[src/rtl/map_pkg.sv]
// Shared constants, colour codes and scheduler state encoding for the playfield map RAM.
package map_pkg;

    localparam int H_PIXELS       = 848;
    localparam int V_LINES        = 480;
    localparam int PIX_BITS       = 2;
    localparam int WORD_W         = 32;
    localparam int WORDS_PER_LINE = H_PIXELS * PIX_BITS / WORD_W;
    localparam int ADDR_W         = 15;
    localparam int VLINE_W        = 9;
    localparam int IDX_W          = 6;

    typedef enum logic [1:0] {
        COL_BLACK = 2'd0,
        COL_RED   = 2'd1,
        COL_GREEN = 2'd2,
        COL_BLUE  = 2'd3
    } colour_t;

    typedef enum logic [1:0] {
        ST_IDLE,
        ST_BASE,
        ST_FETCH,
        ST_DRAIN
    } state_t;

    // First word address of a display line; the multiply is by a constant.
    function automatic logic [ADDR_W-1:0] line_base(input logic [VLINE_W-1:0] v);
        return ADDR_W'(v) * ADDR_W'(WORDS_PER_LINE);
    endfunction

endpackage

[src/rtl/map_line_scheduler.sv]
// Map RAM owner: one line prefetch per display line into the line buffer, game writer gets idle cycles.
// Build option MAP_WRITER_SLOT_EN: every 4th FETCH cycle is offered to the writer.
module map_line_scheduler
    import map_pkg::*;
(
    input  logic                CLK,
    input  logic                RST_N,
    input  logic                new_line,
    input  logic [VLINE_W-1:0]  next_vline,
    input  logic                wr_req,
    input  logic [ADDR_W-1:0]   wr_addr,
    input  logic [WORD_W-1:0]   wr_data,
    output logic                wr_gnt,
    output logic [ADDR_W-1:0]   mem_addr,
    output logic                mem_we,
    output logic [WORD_W-1:0]   mem_wdata,
    input  logic [WORD_W-1:0]   mem_rdata,
    output logic                lb_we,
    output logic [IDX_W-1:0]    lb_idx,
    output logic [WORD_W-1:0]   lb_data,
    output logic                line_ready,
    output logic                overrun
);

    localparam logic [IDX_W-1:0] LAST_K = IDX_W'(WORDS_PER_LINE - 1);

    state_t              state, state_nxt;
    logic [VLINE_W-1:0]  vline_q;
    logic [ADDR_W-1:0]   base_q;
    logic                blank_q;
    logic [IDX_W-1:0]    k_q;
    logic [1:0]          slot_q;
    logic                issue;
    logic                abort;

    assign abort = new_line && (state != ST_IDLE);

    always_comb begin
        state_nxt = state;
        wr_gnt    = 1'b0;
        mem_we    = 1'b0;
        mem_addr  = '0;
        mem_wdata = '0;
        issue     = 1'b0;
        case (state)
            ST_IDLE: begin
                if (new_line) begin
                    state_nxt = ST_BASE;
                end else if (wr_req) begin
                    wr_gnt    = 1'b1;
                    mem_we    = 1'b1;
                    mem_addr  = wr_addr;
                    mem_wdata = wr_data;
                end
            end
            ST_BASE: state_nxt = ST_FETCH;
            ST_FETCH: begin
`ifdef MAP_WRITER_SLOT_EN
                if (slot_q == 2'd3 && wr_req) begin
                    wr_gnt    = 1'b1;
                    mem_we    = 1'b1;
                    mem_addr  = wr_addr;
                    mem_wdata = wr_data;
                end else begin
                    issue    = 1'b1;
                    mem_addr = blank_q ? '0 : base_q + ADDR_W'(k_q);
                end
`else
                issue    = 1'b1;
                mem_addr = blank_q ? '0 : base_q + ADDR_W'(k_q);
`endif
                if (issue && k_q == LAST_K) state_nxt = ST_DRAIN;
            end
            ST_DRAIN: state_nxt = ST_IDLE;
            default:  state_nxt = ST_IDLE;
        endcase
        if (abort) state_nxt = ST_BASE;
        // Keep the RAM port quiet while reset is asserted, even with a request pending.
        if (!RST_N) begin
            wr_gnt    = 1'b0;
            mem_we    = 1'b0;
            mem_addr  = '0;
            mem_wdata = '0;
        end
    end

    always_ff @(posedge CLK or negedge RST_N) begin
        if (!RST_N) begin
            state      <= ST_IDLE;
            vline_q    <= '0;
            base_q     <= '0;
            blank_q    <= 1'b0;
            k_q        <= '0;
            slot_q     <= '0;
            lb_we      <= 1'b0;
            lb_idx     <= '0;
            line_ready <= 1'b0;
            overrun    <= 1'b0;
        end else begin
            state <= state_nxt;
            if (new_line) vline_q <= next_vline;
            if (state == ST_BASE) begin
                base_q  <= line_base(vline_q);
                blank_q <= (vline_q >= VLINE_W'(V_LINES));
                k_q     <= '0;
                slot_q  <= '0;
            end else if (state == ST_FETCH) begin
                slot_q <= slot_q + 2'd1;
                if (issue) k_q <= k_q + IDX_W'(1);
            end
            // An aborted fetch must not deliver the word issued in the abort cycle.
            lb_we      <= issue && !abort;
            lb_idx     <= issue ? k_q : '0;
            line_ready <= (state == ST_DRAIN) && !new_line;
            overrun    <= overrun | abort;
        end
    end

    assign lb_data = (lb_we && !blank_q) ? mem_rdata : '0;

endmodule

[config.mk]
export PLATFORM = sky130hd
export DESIGN_NAME = map_line_scheduler
export DESIGN_NICKNAME = d
export VERILOG_FILES = /design/src/rtl/map_pkg.sv /design/src/rtl/map_line_scheduler.sv
export SDC_FILE = /design/constraint.sdc
export NUM_CORES = 1
export LEC_CHECK = 0
export CAP_MARGIN = 25
export CORE_ASPECT_RATIO = 0.5
export CORE_MARGIN = 5
export CORE_UTILIZATION = 42
export DETAILED_ROUTE_END_ITERATION = 12
export PLACE_DENSITY = 0.82
export SKIP_CTS_REPAIR_TIMING = 1
export SLEW_MARGIN = 20
export SYNTH_ARGS = -nofsm -noshare
export SYNTH_HDL_FRONTEND = slang
export SYNTH_SLANG_ARGS = --single-unit
[constraint.sdc]
create_clock -name CLK -period 3.7 [get_ports CLK]
set_clock_uncertainty 0.15 [all_clocks]
set_input_delay 1.11 -clock CLK [delete_from_list [all_inputs] [get_ports CLK]]
set_output_delay 1.11 -clock CLK [all_outputs]
set_load 0.03 [all_outputs]
After elaboration in Yosys (flattened, before gate mapping) --
Cells that the tools add are included.
Storage, ports and cells: flip-flop bits (word level) 42, input bits 92, output and inout bits 90, word-level logic and storage cells 56
Operators by class: add/subtract/negate cells 2, muxes and demuxes 23, $mul 1, order comparisons 1, bitwise gates (word level) 1, reduce and logical (&&, ||, !) cells 13, equality and inequality tests 6
Operators by type and width (count):
- 32-bit 2-to-1 mux | 5
- 15-bit 2-to-1 mux | 4
- 15-bit case mux with 2 select lines | 1
- 6-bit 2-to-1 mux | 4
- 15-bit by 6-bit adder with 15-bit output | 1
- 9-bit by 6-bit multiplier with 15-bit output, second input constant | 1
- 9-bit greater-or-equal comparator, second input constant | 1
- 2-bit case mux with 4 select lines | 1
- 6-bit by 1-bit adder with 6-bit output, second input constant | 1
- 6-bit == test, second input constant | 1
- 2-bit 2-to-1 mux | 3
- 3-bit inequality test, second input constant | 2
- 2-bit nonzero test | 3
- 1-bit 2-to-1 mux | 5
- 2-bit == test, second input constant | 2
- 1-bit logical AND | 4
- 2-bit AND reduction | 2
- 1-bit logical NOT | 3
- 2-bit by 1-bit == test with 1-bit output, second input constant | 1
- 2-bit logical NOT | 1
- 1-bit OR | 1

Depth between registers and ports, before layout --
word-level depth 5, gate-level depth with buffers 13, mapped depth without buffers 13

Worst setup path after synthesis --
No wires, ideal clock.
path kind input port to output port, from in RST_N, to out mem_addr[10], slack 141 ps, arrival 2299 ps, data required time 2440 ps, cell stages on the path 4, path buffers 1, cell sequence o21ai_1 > nand2b_1 > clkbuf_2 > o21ai_0
On the way: cells in the longest elaborated chain, start to end 1
RTL lines:
- start: declaration | line map_line_scheduler.sv:7 | input logic RST_N,
- 15-bit 2-to-1 mux | line map_line_scheduler.sv:79 | if (!RST_N) begin
- end: declaration | line map_line_scheduler.sv:14 | output logic [ADDR_W-1:0] mem_addr,
No other way between the ends.

Worst setup path after layout --
from in wr_req, to out mem_addr[5]
On the way: cells in the longest elaborated chain, start to end 4
RTL lines:
- start: declaration | line map_line_scheduler.sv:10 | input logic wr_req,
- 15-bit 2-to-1 mux | line map_line_scheduler.sv:49 | end else if (wr_req) begin
- 15-bit 2-to-1 mux | line map_line_scheduler.sv:47 | if (new_line) begin
- 15-bit case mux with 2 select lines | line map_line_scheduler.sv:45 | case (state)
- 15-bit 2-to-1 mux | line map_line_scheduler.sv:79
No other way between the ends.

==> impl_results.md <==
* Number of I/O pins at 182
* Fill cells at 703
* Most area-hungry cell type in the Yosys netlist: sky130_fd_sc_hd__dfrtp_1
* Vias per cell at ~5.0
* CP max-delay cell: sky130_fd_sc_hd__clkdlybuf4s50_1
* Top-count cell post-synth: sky130_fd_sc_hd__ha_1
* Final setup violating endpoints at 0
* Clock transition time at the flip-flop clock pins of the worst setup and hold paths at ~0.060 ns
* Remaining DRCs at 0
* Required time worst endpoint at 2.44 ns
* Net count after synthesis at 592
* Worst relative slew slack at 42.85%
* Overflow left after global routing at 0
* Die Footprint at 11470 um2
* Areal power density over the cells at 554.0 nW/um2
* Starting DRT DRC Count at 150
* Vias in the first global route at 3617
* Max Freq at 274.5 MHz
* H-tree lvl count at 2
* Net Sw Power at 1.491 mW
* Switching share of power at 45.14%
* Setup TNS at 0 ns
* Initial standard-cell utilization of the core at 44.06%
* Type of the tightest min-delay check: reg2reg
* Routed wirelength normalized by instance count at 15.95 um
* Cell count along the critical path at 8
* Synthesized area at 3916 um2
* Horizontal die dimension at 146.6 um
* Total length of routed wires at 11.74 mm
* Remaining antenna violation count at 0
* Ys async rst share at 100.0%
* P_int at between 1.5 and 2 mW
* Arrival time worst endpoint at ~2.4 ns
* Reg-to-reg setup timing slack at 0.19 ns
* Antenna diode count at 0
* Min Clock Period, post-route at 3.643 ns
* Number of buffers between clock root and the deepest sink at 2
* GR Util All Layers at around a fifth
* Design area at around 6000 um2
* Share of the synthesized area in the top cell type at 26.84%
* Initial antenna violation count at 0
* Pin count of the biggest net entering global routing at 76
* Endpoint type of the worst setup path: output port
* Number of storage elements in the synthesis netlist at 42
* Amount of wire on met3 after detailed routing at 484 um
* Instance area after placement at 5769 um2
* Worst hold slack after final layout at 0.3128 ns
* Core Box Area at between 8000 and 9000 um2
* Max_cap viols at 0
* Weighted congestion reported at the end of routability-driven placement at 0.8488
* Uppermost layer routed: met4
* Transition time of the tightest slew-check pin at approximately 0.86 ns
* Final core utilization at 67.07%
* Final cycle utilization of the critical path at 98.45%
* Crit path largest cell delay at 0.45 ns
* Number of warning messages in the yosys log at 0
* Area growth syn-to-layout at 52.24%
* Mean instance size in the synthesized netlist at 8.962 um2
* Maximum resistive drop on vdd at 0.2946 mV
* Most used standard cells in the synthesized netlist: 51 x sky130_fd_sc_hd__ha_1, 42 x sky130_fd_sc_hd__dfrtp_1, 41 x sky130_fd_sc_hd__and2_1
* Non-Filler Instances at around 740
* Total clock buffers created by CTS at 5
* Unique cell type count in the Yosys netlist at 55
* Sink Count at 42
* Clock network latency to the later pin of the worst-skew pair at 0.29 ns
* Post-Synth Simple-Gate Area at between 20 and 25%
* First-pass GRT wire length at roughly 18 mm
* Mux share of post-synthesis cell area at 4.377%
* Instance count along the most critical hold path at 1
* Adder-cell share of the synthesized area at 22.68%
* Routed length on met2 at between 6 and 7 mm
* Number of buffers and inverters on the critical path at 4
* Area occupied by registers at about 1100 um2
* Share of layout cells above drive strength 1 at 18.09%
* Main combinational cell family by area after synthesis: adder cells
* TritonRoute pass-1 iters at 4
* Slew Limit Fails at 0
* Worst setup path class: in2out
* Number of standard-cell rows in the floorplan at 24
* Final net count at slightly below 800
* Dominant cell type by count on the critical path: sky130_fd_sc_hd__buf_4
* Wire length on met1 at 5.105 mm
* Area occupied by multi-input gates at between 2000 and 3000 um2
* Count of mapped cells out of synthesis at approximately 440
* Clock tree from TritonCTS: built
* Clock root buffer master: sky130_fd_sc_hd__clkbuf_16
* Combinational Power Share at 63.0%
* Result of the run: finished, final reports clean
* Maximum fanout along the worst path at 3
* Number of port buffers at 181
* Worst setup slack after placement at -0.1288 ns
* Flip-flop cell with the highest count after synthesis: sky130_fd_sc_hd__dfrtp_1
* CP Launch Type: input pin
* Fraction of the mapped netlist area in compound gates at 13.00%
* Proportion of power drawn by flip-flops and latches at a little under a quarter
* Final Hold Viols at 0
* Leak pwr at roughly 2.9 nW
* Portion of total power attributed to the clock network at a little over an eighth
* Depth of the most critical reg-to-reg path at 12
* Critical path's top delay family: buffers and inverters
* HPWL after detailed placement at 9.740 mm
* Number of synthesized flops with an enable pin at 0
* XOR/XNOR share of the synthesized area at 4.696%
* Main area contributors after synthesis: sky130_fd_sc_hd__dfrtp_1 27%, sky130_fd_sc_hd__ha_1 16%, sky130_fd_sc_hd__and2_1 6.5%
* Sequential area share after synthesis at ~27%
* Post-layout power at roughly 3.3 mW
* Placed insts at 728
* Detailed-route via count at 3674
* Final critical-path setup slack at 0.05719 ns
* Critical-path cell list: clkdlybuf4s50_1 > inv_1 > nor2_4 > and2_4 > buf_4 > nand2_1 > o21ai_0 > buf_4
* Die Y at 78.28 um
==> state kept, by name, indices dropped and copies added, names as in the netlist <==
name,cells
base_q,15
blank_q,1
k_q,6
lb_idx,6
lb_we,1
line_ready,1
overrun,1
state,2
vline_q,9
==> final timing paths <==
path	from	end
setup / recovery	wr_req	mem_addr[5]
hold / removal	overrun	overrun
setup reg to reg	vline_q[2]	base_q[13]
hold reg to reg	overrun	overrun
max in group asynchronous	RST_N	vline_q[3]
min in group asynchronous	RST_N	base_q[14]
==> area by class of cell <==
class	instances	share of cell area [%]
clock buffers	5	2.099
clock inverters	2	0.1679
inverters	40	2.518
multi-input cells	335	44.55
flip-flops and latches	42	17.67
well taps	117	2.455
repair buffers	195	30.54
==> routing by layer <==
layer	up-vias	GRT usage, %
met4	0	4.034
met2	95	36.70
li1	1856	-
met1	1714	24.24
met3	9	3.222
met5	-	0
==> power by group through the flow <==
stage | combinational (mW) | clock [mW] | sequential, mW
floorplan | 1.46 | 0 | 0.750
detailed placement | 2.01 | 0 | 0.794
CTS | 2.04 | 0.432 | 0.787
finish | 2.08 | 0.429 | 0.794
global placement | 1.97 | 0 | 0.787
global route | 2.29 | 0.456 | 0.818
==> worst register-to-register path, delay by kind of cell (launching register included) <==
kind            cells  cell delay, ns
buf+inv             3            0.18
compound gates      2            0.32
flops               1            0.44
simple gates        3            0.58
fa+ha+maj           4            1.75
==> cells in the final DEF, fill, tap and decap left out, types with 4 or more instances in the layout <==
master and instances:
sky130_fd_sc_hd__clkdlybuf4s50_1 122, sky130_fd_sc_hd__buf_4 65, sky130_fd_sc_hd__ha_1 51, sky130_fd_sc_hd__and2_1 40
sky130_fd_sc_hd__dfrtp_1 40, sky130_fd_sc_hd__inv_1 39, sky130_fd_sc_hd__and3_1 34, sky130_fd_sc_hd__nand2_1 34
sky130_fd_sc_hd__o21ai_0 20, sky130_fd_sc_hd__nor2_1 17, sky130_fd_sc_hd__a21oi_1 15, sky130_fd_sc_hd__xnor2_1 14
sky130_fd_sc_hd__mux2_2 13, sky130_fd_sc_hd__fa_1 11, sky130_fd_sc_hd__o21ai_1 8, sky130_fd_sc_hd__xor2_1 7
sky130_fd_sc_hd__nand4_1 6, sky130_fd_sc_hd__nand2b_1 5, sky130_fd_sc_hd__clkbuf_16 5, sky130_fd_sc_hd__a211oi_1 4
sky130_fd_sc_hd__o22ai_1 4
==> kinds of logic (layout without fill, tap and decap cells) <==
logic type,count (synthesis),after routing
AND/OR/NAND/NOR,157,157
AO/OA/AOI/OAI,78,78
adder cells (fa/ha/maj),64,64
flip-flops,42,42
buffers and inverters,60,242
XOR/XNOR,21,21
multiplexers,15,15
No activity file was read; power rests on OpenSTA's default activity.
